--- src/rtl/board_b_rom_responder.sv ---
// Tile ROM responder: turns a layer longword fetch into two 16-bit SDRAM reads.
// Define ROM_CACHE_EN to add a one-entry longword cache in front of SDRAM.
module board_b_rom_responder #(
  parameter logic [24:0] BASE_ADDR = 25'h0000000
) (
  input  logic        CLK_32M,
  input  logic        reset,
  input  logic        sdr_req,
  input  logic [20:0] sdr_addr,
  output logic [31:0] sdr_data,
  output logic        sdr_rdy,
  output logic [24:0] ram_addr,
  output logic        ram_req,
  input  logic        ram_ack,
  input  logic [15:0] ram_dout
);

  typedef enum logic [1:0] {
    IDLE  = 2'd0,
    BEAT0 = 2'd1,
    BEAT1 = 2'd2,
    DONE  = 2'd3
  } state_t;

  state_t      state_q, state_d;
  logic [20:0] cur_addr_q, cur_addr_d;
  logic [20:0] pend_addr_q, pend_addr_d;
  logic        pend_valid_q, pend_valid_d;
  logic [24:0] ram_addr_q, ram_addr_d;
  logic        ram_req_q, ram_req_d;
  logic [31:0] sdr_data_q, sdr_data_d;
  logic        sdr_rdy_q, sdr_rdy_d;

  logic        start_s;
  logic [20:0] start_addr_s;
  logic        hit_s;
  logic        cache_hit_s;
  logic [31:0] cache_data_s;
  logic        unused_s;

`ifdef ROM_CACHE_EN
  logic [18:0] cache_tag_q, cache_tag_d;
  logic [31:0] cache_data_q, cache_data_d;
  logic        cache_valid_q, cache_valid_d;

  // The entry is refreshed with every completed fetch, during its DONE cycle.
  assign cache_tag_d   = (state_q == DONE) ? cur_addr_q[20:2] : cache_tag_q;
  assign cache_data_d  = (state_q == DONE) ? sdr_data_q : cache_data_q;
  assign cache_valid_d = (state_q == DONE) ? 1'b1 : cache_valid_q;
  assign cache_hit_s   = cache_valid_q && (cache_tag_q == sdr_addr[20:2]);
  assign cache_data_s  = cache_data_q;

  always_ff @(posedge CLK_32M or posedge reset) begin
    if (reset) begin
      cache_tag_q   <= 19'd0;
      cache_data_q  <= 32'd0;
      cache_valid_q <= 1'b0;
    end else begin
      cache_tag_q   <= cache_tag_d;
      cache_data_q  <= cache_data_d;
      cache_valid_q <= cache_valid_d;
    end
  end
`else
  assign cache_hit_s  = 1'b0;
  assign cache_data_s = 32'd0;
`endif

  assign unused_s = ^{cur_addr_q[1:0], pend_addr_q[1:0], sdr_addr[1:0]};

  always_ff @(posedge CLK_32M or posedge reset) begin
    if (reset) begin
      state_q      <= IDLE;
      cur_addr_q   <= 21'd0;
      pend_addr_q  <= 21'd0;
      pend_valid_q <= 1'b0;
      ram_addr_q   <= 25'd0;
      ram_req_q    <= 1'b0;
      sdr_data_q   <= 32'd0;
      sdr_rdy_q    <= 1'b0;
    end else begin
      state_q      <= state_d;
      cur_addr_q   <= cur_addr_d;
      pend_addr_q  <= pend_addr_d;
      pend_valid_q <= pend_valid_d;
      ram_addr_q   <= ram_addr_d;
      ram_req_q    <= ram_req_d;
      sdr_data_q   <= sdr_data_d;
      sdr_rdy_q    <= sdr_rdy_d;
    end
  end

  // A request arriving in DONE is newer than the pending one, so it wins.
  always_comb begin
    state_d      = state_q;
    start_s      = 1'b0;
    start_addr_s = sdr_addr;
    hit_s        = 1'b0;
    case (state_q)
      IDLE: begin
        if (sdr_req && cache_hit_s) begin
          hit_s = 1'b1;
        end else if (sdr_req) begin
          start_s = 1'b1;
          state_d = BEAT0;
        end else begin
          state_d = IDLE;
        end
      end
      BEAT0: begin
        if (ram_ack) begin
          state_d = BEAT1;
        end else begin
          state_d = BEAT0;
        end
      end
      BEAT1: begin
        if (ram_ack) begin
          state_d = DONE;
        end else begin
          state_d = BEAT1;
        end
      end
      DONE: begin
        if (sdr_req) begin
          start_s = 1'b1;
          state_d = BEAT0;
        end else if (pend_valid_q) begin
          start_s      = 1'b1;
          start_addr_s = pend_addr_q;
          state_d      = BEAT0;
        end else begin
          state_d = IDLE;
        end
      end
      default: state_d = IDLE;
    endcase
  end

  always_comb begin
    cur_addr_d   = cur_addr_q;
    pend_addr_d  = pend_addr_q;
    pend_valid_d = pend_valid_q;
    ram_addr_d   = ram_addr_q;
    ram_req_d    = ram_req_q;
    sdr_data_d   = sdr_data_q;
    sdr_rdy_d    = 1'b0;
    if (start_s) begin
      cur_addr_d   = start_addr_s;
      ram_addr_d   = BASE_ADDR + {5'b00000, start_addr_s[20:2], 1'b0};
      ram_req_d    = 1'b1;
      pend_valid_d = 1'b0;
    end else begin
      pend_valid_d = pend_valid_q;
    end
    if (sdr_req && ((state_q == BEAT0) || (state_q == BEAT1))) begin
      pend_addr_d  = sdr_addr;
      pend_valid_d = 1'b1;
    end else begin
      pend_addr_d = pend_addr_q;
    end
    case (state_q)
      IDLE: begin
        if (hit_s) begin
          sdr_rdy_d  = 1'b1;
          sdr_data_d = cache_data_s;
        end else begin
          sdr_rdy_d = 1'b0;
        end
      end
      BEAT0: begin
        if (ram_ack) begin
          sdr_data_d[15:0] = ram_dout;
          ram_addr_d       = BASE_ADDR + {5'b00000, cur_addr_q[20:2], 1'b1};
        end else begin
          ram_addr_d = ram_addr_q;
        end
      end
      BEAT1: begin
        if (ram_ack) begin
          sdr_data_d[31:16] = ram_dout;
          ram_req_d         = 1'b0;
          sdr_rdy_d         = 1'b1;
        end else begin
          ram_req_d = ram_req_q;
        end
      end
      default: sdr_rdy_d = 1'b0;
    endcase
  end

  assign sdr_data = sdr_data_q;
  assign sdr_rdy  = sdr_rdy_q;
  assign ram_addr = ram_addr_q;
  assign ram_req  = ram_req_q;

endmodule

--- config.mk ---
export PLATFORM = sky130hd
export DESIGN_NAME = board_b_rom_responder
export DESIGN_NICKNAME = d
export VERILOG_FILES = /design/src/rtl/board_b_rom_responder.sv
export SDC_FILE = /design/constraint.sdc
export NUM_CORES = 1
export LEC_CHECK = 0
export ABC_AREA = 1
export CAP_MARGIN = 20
export CORE_UTILIZATION = 50
export CTS_CLUSTER_SIZE = 16
export DETAILED_ROUTE_END_ITERATION = 10
export PLACE_DENSITY = 0.79
export SLEW_MARGIN = 10
export SYNTH_ARGS = -nofsm -noshare
export SYNTH_HDL_FRONTEND = slang
export SYNTH_SLANG_ARGS = --single-unit
--- constraint.sdc ---
create_clock -name CLK_32M -period 3.6 [get_ports CLK_32M]
set_input_delay 0.72 -clock CLK_32M [delete_from_list [all_inputs] [get_ports CLK_32M]]
set_output_delay 0.72 -clock CLK_32M [all_outputs]
set_load 0.02 [all_outputs]
==> impl_results.md <==
* Area growth from synthesis to layout at 28.5%
* Share of post-route cells with drive strength above 1 at 5.49%
* Startpoint types: primary input
* DRT Pass-1 Iters at 4
* Vias/cell at 5.05
* Vias in the first global route at 3619
* Post-Route WL at 10000 um
* Hold Crit Class: flop to flop
* Synthesis warning total at 0
* CP delay by family, top: buffers and inverters
* Mapped Cells at 528
* Mapped cell area at 4290 um^2
* Total gr overflow at 0
* HPWL Detailed at 6660 um
* Setup Viol. Count Final at 0
* Crit end category: flop
* Leading area contributor after synthesis: dfrtp_1
* CP required at 3880 ps
* Initial Util at 52.0%
* Fill cells at 679
* Worst slew pin tran at 739 ps
* Peak supply drop at 0.000504 V
* Final Net Count at 660
* Slowest-stage cell, CP: clkdlybuf4s50_1
* Synth cell types at 20
* Clock Pin Slew Worst Setup and Hold Paths at 90 ps
* TritonCTS clock tree: built
* Worst EP arrival at 2580 ps
* Mean Syn Cell Area at 8.13 um^2
* Power Density at 896 nW/um^2
* Most common cell after layout, fill and taps aside: nand2_1
* Gpl congestion at 0.815
* Tmin final at 2300 ps
* Core box area at 8260 um^2
* WL/cell at 13.9 um
* Unrepaired setup endpoints after global routing: false
* H-tree depth at 3
* Post-CTS Setup Bufs at 0
* Max-slew headroom at 50.7%
* Slew Limit Fails at 0
* Setup WS post-layout at 1300 ps
* Port bufs at 92
* Clk sinks at 95
* Setup Crit Path Kind: primary input to flop
* Final Cycle Share at 63.9%
* Delay of the slowest cell on the worst path at 560 ps
* Fmax at 435 MHz
* Hold Vio Cnt, Final at 0
* Total Negative Setup Slacks at 0 ps
* Routed Antenna Nets at 0
* Status: finished, final reports clean
* Resize count post-CTS at 0
* Chip width at 94.6 um
* Ant. Diodes at 0
* Via Count at 3653
* CP Buf/Inv Count at 2
* Max cap viols at 0
* Most frequent cells in the layout: nand2_1 (213), dfrtp_1 (95), clkdlybuf4s50_1 (92)
* Final Skew at 13.3 ps
* I/O pin cnt at 100
* Synth top area share at 55.4%
* Largest net degree at the start of global routing at 43
* Die Area at 8950 um^2
* Count of state elements after synthesis at 95
* Initial drt markers at 212
* CP cell instances: clkdlybuf4s50_1 > nand2_2 > nand3_2 > nand2_1 > buf_4 > nand2_1 > o21ai_1
* CTS Buf Count at 9
* DRC at 0
* Critical Path Most Common Cell: nand2_1
* Global-route wire length before repair at 16500 um
* GRT Resource Usage Total at 23.8%
* CP Max Fanout at 23
* Largest cells by area after synthesis: dfrtp_1 (55%), nand2_1 (19%), o21ai_0 (7.2%), inv_1 (5.4%), nand3_1 (4.4%)
* Initial antenna violation count at 0
* Design Power at 4.94 mW
* Flop-to-flop setup slack at 1540 ps
* Skew-Pair Late Insertion Delay at 360 ps
* Setup WS pre-CTS at 959 ps
* Die height at 94.6 um
* Clock root buffer: clkbuf_8
* # rows at 33
* Sequential fraction of the synthesis area at 55.4%
* Leakage at 2.86 nW
* Hold Buf Count CTS at 0
* Clock buffer depth at 2
## flip-flops by register name (all words and copies together) (netlist names), named ones only
register / cells
ram_addr: 20
pend_valid_q: 1
ram_req: 1
state_q: 1
sdr_data: 32
pend_addr_q: 19
sdr_rdy: 1
cur_addr_q: 19
## path summary, 6_finish.rpt
kind | cells past startpoint | start | to
max | 7 | sdr_req | cur_addr_q[19]
min reg2reg | 2 | cur_addr_q[7] | cur_addr_q[7]
max in group asynchronous | 3 | reset | pend_addr_q[15]
min in group asynchronous | 2 | reset | ram_addr[18]
min | 2 | cur_addr_q[7] | cur_addr_q[7]
max reg2reg | 7 | flop | ram_addr[18]
## metal layers
metal	up-vias	track usage [%]	routed length, um
met5	-	0	0
met4	0	8.96	163
met3	16	4.51	619
met2	96	39.9	4900
met1	1752	30.7	4360
li1	1789	-	-
## stage by stage
stage | cells | utilization, % | instance area (um^2) | hold WS [ps]
2_1_floorplan | 532 | - | 4310 | 453
4_1_cts | 724 | 66.7 | 5510 | 496
3_5_place_dp | 708 | 63.8 | 5270 | 471
3_3_place_gp | 708 | 63.8 | 5270 | 458
5_1_grt | 724 | 66.7 | 5510 | 514
6_report | 724 | 66.7 | 5510 | 490
## tightest hold or removal path: cells and delay by family, from the launching register on
kind               cells  cell delay, ps
AOI/OAI and AO/OA      1              60
and+or+nand+nor        1              50
DFF                    1             350
## cells by family after synthesis
family / share of synthesized area, %
flops: 55.4
buf+inv: 9.39
compound gates: 8.63
simple gates: 25.0
fa+ha+maj: 1.46
other cells: 0.0874
## where the power goes
group | total (mW) | switching (mW) | internal (mW)
clock network | 0.842 | 0.379 | 0.463
registers | 1.84 | 0.278 | 1.57
logic | 2.25 | 1.33 | 0.920
## final cells by class
cell class,instances,area (um^2),area share (%)
Clock buffer,9,124,2.25
Multi-Input combinational cell,345,1530,27.7
Sequential cell,95,2380,43.1
Clock inverter,7,119,2.16
Inverter,62,234,4.25
Timing Repair Buffer,101,1000,18.2
Tap cell,105,131,2.38
## cells in the mapped netlist
cell type,n
conb_1,1
buf_1,1
nand2_4,1
ha_1,5
nand2_1,213
inv_1,62
nor2_4,1
buf_6,3
buf_2,7
nand3b_1,1
nor3_1,1
nand3_1,38
buf_4,7
a21oi_1,2
nand3_2,3
o21ai_1,10
o21ai_0,62
dfrtp_1,95
clkbuf_1,12
nand2_2,3
(Power assumes the default switching activity.)
